<file path="config.mk">
export PLATFORM = sky130hd
export DESIGN_NAME = conv_sequencer
export DESIGN_NICKNAME = d
export VERILOG_FILES = /design/src/rtl/conv_sequencer.sv
export SDC_FILE = /design/constraint.sdc
export NUM_CORES = 1
export LEC_CHECK = 0
export CORE_AREA = 2 2 393 395
export CTS_CLUSTER_SIZE = 40
export DETAILED_ROUTE_END_ITERATION = 10
export DIE_AREA = 0 0 395 397
export GPL_ROUTABILITY_DRIVEN = 0
export MAX_ROUTING_LAYER = met4
export PLACE_DENSITY_LB_ADDON = 0.15
export SLEW_MARGIN = 15
export SYNTH_ARGS = -nofsm -noshare
export SYNTH_HDL_FRONTEND = slang
export SYNTH_SLANG_ARGS = --single-unit
</file>
<file path="constraint.sdc">
create_clock -name Clk -period 10.4 [get_ports Clk]
set_input_delay 1.56 -clock Clk [delete_from_list [all_inputs] [get_ports Clk]]
set_output_delay 1.56 -clock Clk [all_outputs]
set_load 0.01 [all_outputs]
</file>
<file path="src/rtl/conv_sequencer.sv">
// conv_sequencer: initiator-side sequencer for the matrix accelerator.
// The host loads operand beats into an internal FIFO and issues start. The block issues one
// beat at a time to the accelerator, waits for every lane to report done, triggers the
// final add, then holds the captured sum until the host acknowledges it.
//
// Ports:
//   Clk, Rst_n                         clock, asynchronous active-low reset
//   ld_valid/ld_ready                  operand beat handshake (IDLE only)
//   ld_multiplier/ld_multiplicand      flat operand vectors for one beat
//   start, beat_count                  run request and number of beats to run
//   busy, err                          run in progress; sticky error (cleared by a good start)
//   multiplier_out/multiplicand_out    registered operands to the accelerator
//   mStart/mReady                      per-lane multiply start pulse / done
//   finalAdd, cReady, cSum             final-accumulate pulse, sum valid, sum
//   result, result_valid, result_ack   captured sum handshake to the host
module conv_sequencer #(
  parameter int unsigned BIT_LENGTH = 16,
  parameter int unsigned PORT_COUNT = 3,
  parameter int unsigned DEPTH      = 8,
  parameter int unsigned TIMEOUT    = 1024
) (
  input  logic                             Clk,
  input  logic                             Rst_n,
  input  logic                             ld_valid,
  output logic                             ld_ready,
  input  logic [PORT_COUNT*BIT_LENGTH-1:0] ld_multiplier,
  input  logic [PORT_COUNT*BIT_LENGTH-1:0] ld_multiplicand,
  input  logic                             start,
  input  logic [$clog2(DEPTH):0]           beat_count,
  output logic                             busy,
  output logic                             err,
  output logic [PORT_COUNT*BIT_LENGTH-1:0] multiplier_out,
  output logic [PORT_COUNT*BIT_LENGTH-1:0] multiplicand_out,
  output logic [PORT_COUNT-1:0]            mStart,
  input  logic [PORT_COUNT-1:0]            mReady,
  output logic                             finalAdd,
  input  logic                             cReady,
  input  logic [2*BIT_LENGTH-1:0]          cSum,
  output logic [2*BIT_LENGTH-1:0]          result,
  output logic                             result_valid,
  input  logic                             result_ack
);

  localparam int unsigned OP_W   = PORT_COUNT * BIT_LENGTH;
  localparam int unsigned PTR_W  = (DEPTH > 1) ? $clog2(DEPTH) : 1;
  localparam int unsigned CNT_W  = $clog2(DEPTH) + 1;
  localparam int unsigned WAIT_W = $clog2(TIMEOUT + 1);

  localparam logic [2:0] S_IDLE   = 3'd0;
  localparam logic [2:0] S_ISSUE  = 3'd1;
  localparam logic [2:0] S_WAIT_M = 3'd2;
  localparam logic [2:0] S_FINAL  = 3'd3;
  localparam logic [2:0] S_WAIT_C = 3'd4;
  localparam logic [2:0] S_HOLD   = 3'd5;

  logic [2:0]            r_state;
  logic [OP_W-1:0]       r_mem_mul [DEPTH];
  logic [OP_W-1:0]       r_mem_mcd [DEPTH];
  logic [PTR_W-1:0]      r_wr_ptr, r_rd_ptr;
  logic [CNT_W-1:0]      r_count, r_beats;
  logic [PORT_COUNT-1:0] r_flags, r_mready_prev, r_mstart;
  logic                  r_cready_prev, r_final, r_err;
  logic [WAIT_W-1:0]     r_wait;
  logic [OP_W-1:0]       r_mul_out, r_mcd_out;
  logic [2*BIT_LENGTH-1:0] r_result;

  logic [2:0]            w_state_nxt;
  logic [PTR_W-1:0]      w_wr_inc, w_rd_inc, w_issue_ptr;
  logic [PORT_COUNT-1:0] w_flags_all;
  logic w_full, w_push, w_pop, w_flush, w_err_set, w_err_clr, w_load_beats, w_capture;
  logic w_m_done, w_c_rise, w_timeout, w_start_ok;

  assign w_full   = (r_count == CNT_W'(DEPTH));
  // A start in the same cycle takes priority over loading.
  assign ld_ready = (r_state == S_IDLE) && !w_full && !start;
  assign w_push   = ld_valid && ld_ready;

  assign w_wr_inc = (r_wr_ptr == PTR_W'(DEPTH - 1)) ? '0 : r_wr_ptr + PTR_W'(1);
  assign w_rd_inc = (r_rd_ptr == PTR_W'(DEPTH - 1)) ? '0 : r_rd_ptr + PTR_W'(1);

  // Only rising edges count, so a level left high by the previous beat is ignored.
  assign w_flags_all = r_flags | (mReady & ~r_mready_prev);
  assign w_m_done    = &w_flags_all;
  assign w_c_rise    = cReady && !r_cready_prev;
  assign w_timeout   = (r_wait == WAIT_W'(TIMEOUT - 1));
  assign w_start_ok  = (beat_count != '0) && (beat_count <= r_count);

  always_comb begin
    w_state_nxt  = r_state;
    w_pop        = 1'b0;
    w_flush      = 1'b0;
    w_err_set    = 1'b0;
    w_err_clr    = 1'b0;
    w_load_beats = 1'b0;
    w_capture    = 1'b0;
    w_issue_ptr  = r_rd_ptr;
    case (r_state)
      S_IDLE: begin
        if (start) begin
          if (w_start_ok) begin
            w_err_clr    = 1'b1;
            w_load_beats = 1'b1;
            w_state_nxt  = S_ISSUE;
          end else begin
            w_err_set = 1'b1;
          end
        end
      end
      S_ISSUE: w_state_nxt = S_WAIT_M;
      S_WAIT_M: begin
        if (w_m_done) begin
          w_pop       = 1'b1;
          w_issue_ptr = w_rd_inc;
          w_state_nxt = (r_beats == CNT_W'(1)) ? S_FINAL : S_ISSUE;
        end else if (w_timeout) begin
          w_flush     = 1'b1;
          w_err_set   = 1'b1;
          w_state_nxt = S_IDLE;
        end
      end
      S_FINAL: w_state_nxt = S_WAIT_C;
      S_WAIT_C: begin
        if (w_c_rise) begin
          w_capture   = 1'b1;
          w_state_nxt = S_HOLD;
        end else if (w_timeout) begin
          w_flush     = 1'b1;
          w_err_set   = 1'b1;
          w_state_nxt = S_IDLE;
        end
      end
      S_HOLD: if (result_ack) w_state_nxt = S_IDLE;
      default: w_state_nxt = S_IDLE;
    endcase
  end

  // Operand storage needs no reset; occupancy is tracked by the pointers and count.
  always_ff @(posedge Clk) begin
    if (w_push) begin
      r_mem_mul[r_wr_ptr] <= ld_multiplier;
      r_mem_mcd[r_wr_ptr] <= ld_multiplicand;
    end
  end

  always_ff @(posedge Clk or negedge Rst_n) begin
    if (!Rst_n) begin
      r_state       <= S_IDLE;
      r_wr_ptr      <= '0;
      r_rd_ptr      <= '0;
      r_count       <= '0;
      r_beats       <= '0;
      r_flags       <= '0;
      r_mready_prev <= '0;
      r_cready_prev <= 1'b0;
      r_wait        <= '0;
      r_err         <= 1'b0;
      r_mul_out     <= '0;
      r_mcd_out     <= '0;
      r_mstart      <= '0;
      r_final       <= 1'b0;
      r_result      <= '0;
    end else begin
      r_state       <= w_state_nxt;
      r_mready_prev <= mReady;
      r_cready_prev <= cReady;

      // Loads happen only in IDLE and pops/flushes only while waiting, so these never overlap.
      if (w_flush) begin
        r_wr_ptr <= '0;
        r_rd_ptr <= '0;
        r_count  <= '0;
      end else if (w_push) begin
        r_wr_ptr <= w_wr_inc;
        r_count  <= r_count + CNT_W'(1);
      end else if (w_pop) begin
        r_rd_ptr <= w_rd_inc;
        r_count  <= r_count - CNT_W'(1);
      end

      if (w_err_set) r_err <= 1'b1;
      else if (w_err_clr) r_err <= 1'b0;

      if (w_load_beats) r_beats <= beat_count;
      else if (w_pop) r_beats <= r_beats - CNT_W'(1);

      if (r_state == S_ISSUE) r_flags <= '0;
      else if (r_state == S_WAIT_M) r_flags <= w_flags_all;

      // Every entry to a wait state passes through ISSUE or FINAL, which restarts the count.
      if (r_state == S_ISSUE || r_state == S_FINAL) r_wait <= '0;
      else if (r_state == S_WAIT_M || r_state == S_WAIT_C) r_wait <= r_wait + WAIT_W'(1);

      // Operands and the start pulse become visible together in the ISSUE cycle.
      if (w_state_nxt == S_ISSUE) begin
        r_mul_out <= r_mem_mul[w_issue_ptr];
        r_mcd_out <= r_mem_mcd[w_issue_ptr];
      end
      r_mstart <= {PORT_COUNT{w_state_nxt == S_ISSUE}};
      r_final  <= (w_state_nxt == S_FINAL);

      if (w_capture) r_result <= cSum;
    end
  end

  assign busy             = (r_state != S_IDLE) && (r_state != S_HOLD);
  assign result_valid     = (r_state == S_HOLD);
  assign err              = r_err;
  assign multiplier_out   = r_mul_out;
  assign multiplicand_out = r_mcd_out;
  assign mStart           = r_mstart;
  assign finalAdd         = r_final;
  assign result           = r_result;

endmodule
</file>
==> results.json <==
{
  "hold_viol_final": 0,
  "multiInputGateArea_um2": 16860,
  "path_clk_slew_ns": 0.06,
  "drt_first_iter_violations": 1767,
  "die_height_um": 397,
  "hold_path.class": "register to register",
  "fin_util": 0.3501,
  "drv_cap": 0,
  "cts_tree": "built",
  "whs_ns": 0.5027,
  "ys.flop_type": "edfxtp_1",
  "ys_types": 64,
  "die_area_um2": 156800,
  "netlist_area_um2": 45530,
  "regArea_um2": 27220,
  "worstHoldPathCells": 1,
  "grt_pass1_wl_mm": 211.6,
  "grt_max_degree": 153,
  "overflow": 0,
  "wire_per_inst_um": 24.91,
  "cts.sinks": 934,
  "final.setup.worst_slack_ns": 5.400,
  "cts_made_buffers": 110,
  "initial_core_util": 0.2976,
  "status": "finished, final reports clean",
  "fin_setup_tns_ns": 0,
  "synth_area_leader_cell": "edfxtp_1",
  "period_minus_slack_ns": 5.000,
  "yosysWarnings": 0,
  "final_area_um2": 53560,
  "core_area_um2": 153000,
  "num_io_pins": 277,
  "cts-hold-fix-buffers": 0,
  "synth_nets": 3660,
  "synth-seq-cells": 934,
  "layout-drive-gt1-share": 0.07314,
  "synthArstFlopShare": 0.1777,
  "fillers": 14750,
  "dr.pass1.iters": 5,
  "p_leak_nw": 19.28,
  "end_kind": "register",
  "final_nets": 3803,
  "ys_seq_area_frac": 0.5978,
  "syn-instance-count": 3505,
  "clock.fmax_mhz": 200.0,
  "cts_buffer_depth": 3,
  "hpwl_mm": 71.03,
  "antenna_found_initial": 16,
  "vdd_drop_max_mv": 0.3427,
  "post-cts-setup-buffers": 0,
  "ant_nets": 0,
  "crit_arrival_ns": 5.64,
  "place_area_um2": 50010,
  "rsz0062_at_grt": "no",
  "root_buffer": "clkbuf_16",
  "globalRouteTotalUtil": 0.1860,
  "grt_pass1_vias": 31150,
  "area_growth_syn_to_layout_pct": 17.64,
  "cts_max_level": 3,
  "critPathLaunchType": "input pin",
  "slew_viol_final": 0,
  "row_count": 144,
  "num_vias": 30320,
  "pre_cts_slack_ns": 4.576,
  "critPathRequiredTime_ns": 11.04,
  "min_from": "result[29]$_DFFE_PN0P_",
  "worstPathMaxFanout": 152,
  "portBuffers": 276,
  "worst_pin_slew_ns": 1.139,
  "viasPerCell": 5.225,
  "critPathLaunch": "mReady[0]",
  "power_density_nw_per_um2": 279.3,
  "synth_edf_count": 768,
  "maxSlewHeadroom": 0.2409,
  "setup_violations": 0,
  "die_w_um": 395,
  "reg2regPathDepth": 8,
  "r2r_start": "r_state[2]$_DFF_PN0_",
  "synth.top_cell.area_share": 0.5066,
  "fin_crit_sh": 0.4807,
  "clk_latency_ns": 0.75,
  "synthTopCellsByArea": "edfxtp_1 51%, mux2i_1 19%, dfrtp_1 9.1%",
  "drt_wl_total_mm": 144.5,
  "cts_resized": 0,
  "synth.avg_cell_area_um2": 12.99,
  "finalClockSkew_ns": 0.04343,
  "worstSetupPathType": "input pin to register",
  "drt_drc_violations_left": 0
}
[metrics by stage]
stage                     total power, W  std cells
after floorplan                 0.008999       3505
after global placement           0.01133       5580
after detailed placement         0.01136       5580
after CTS                        0.01519       5790
after global routing             0.01580       5801
final                            0.01496       5802
[cell families after synthesis]
logic type / after synthesis / share of synthesized area
simple gates: 700 / 0.06637
buf+inv: 323 / 0.03441
compound gates: 633 / 0.09853
fa+ha+maj: 14 / 0.004013
flops: 934 / 0.5978
xor+xnor: 9 / 0.001732
mux: 892 / 0.1971
[worst max-delay path, cell delays in order]
cell and delay [ns]:
clkdlybuf4s50_1 0.47, nand2b_1 0.08, a222oi_1 0.33, buf_4 0.21, and2_4 0.18, buf_12 0.68
o22ai_4 0.28, inv_8 0.77, buf_4 0.70, nor2_1 0.10, a31oi_1 0.18
[synthesized netlist by cell type, drive strengths merged, types with 96 or more instances]
master / number
dfrtp: 166
edfxtp: 768
mux2i: 858
a21oi: 114
buf: 204
nor2: 133
o21a: 97
nand2: 418
o211ai: 187
clkbuf: 96
[report_power, final]
group          internal (W)  switching [W]
clock network       0.00217        0.00160
logic               0.00235        0.00391
registers           0.00452       0.000412
[per-layer routing]
| metal | track usage | routed length, um | part of all wire | vias to the layer above |
|---|---|---|---|---|
| li1 | - | - | - | 13780 |
| met1 | 0.2422 | 66350 | 0.46 | 15520 |
| met2 | 0.3005 | 68000 | 0.47 | 808 |
| met3 | 0.02879 | 6898 | 0.048 | 210 |
| met4 | 0.05275 | 3275 | 0.023 | 0 |
| met5 | - | 0 | 0 | - |
[cell usage in the layout (no fill, tap or decap), types with 47 or more instances in the layout]
cell	netlist	final
a21oi_1	113	113
clkdlybuf4s50_1	0	275
dfrtp_1	166	164
a31oi_1	93	93
nor2_1	132	125
edfxtp_1	768	768
a41oi_1	93	93
mux2i_1	858	858
buf_4	33	47
o211ai_1	187	187
nand4_1	94	94
o21a_1	97	97
nand2_1	418	416
clkbuf_16	0	111
[final timing paths]
kind / slack, ns / endpoint
setup / recovery: 5.40 / multiplier_out[16]$_DFFE_PN0N_
hold / removal: 0.50 / result[29]$_DFFE_PN0P_
min in group asynchronous: 0.90 / result[26]$_DFFE_PN0P_
max in group asynchronous: 8.02 / r_rd_ptr[0]$_DFFE_PN0P_
setup reg to reg: 5.93 / multiplier_out[16]$_DFFE_PN0N_
hold reg to reg: 0.50 / result[29]$_DFFE_PN0P_
[state kept, by name, indices dropped and copies added (netlist names), 4 cells and up]
name / cells
r_wait: 11
r_beats: 4
multiplier_out: 48
r_mem_mcd: 384
r_count: 4
multiplicand_out: 48
result: 32
r_mem_mul: 384
[layout make-up]
| class | instances | area share |
|---|---|---|
| Inverter | 23 | 0.001752 |
| Multi-Input combinational cell | 2248 | 0.3148 |
| Timing Repair Buffer | 331 | 0.06125 |
| Antenna cell | 12 | 0.0005607 |
| Sequential cell | 934 | 0.5083 |
| Clock buffer | 149 | 0.05602 |
| Tap cell | 2044 | 0.04775 |
| Clock inverter | 61 | 0.009602 |
Note: power is estimated with default switching activity, not from simulation.
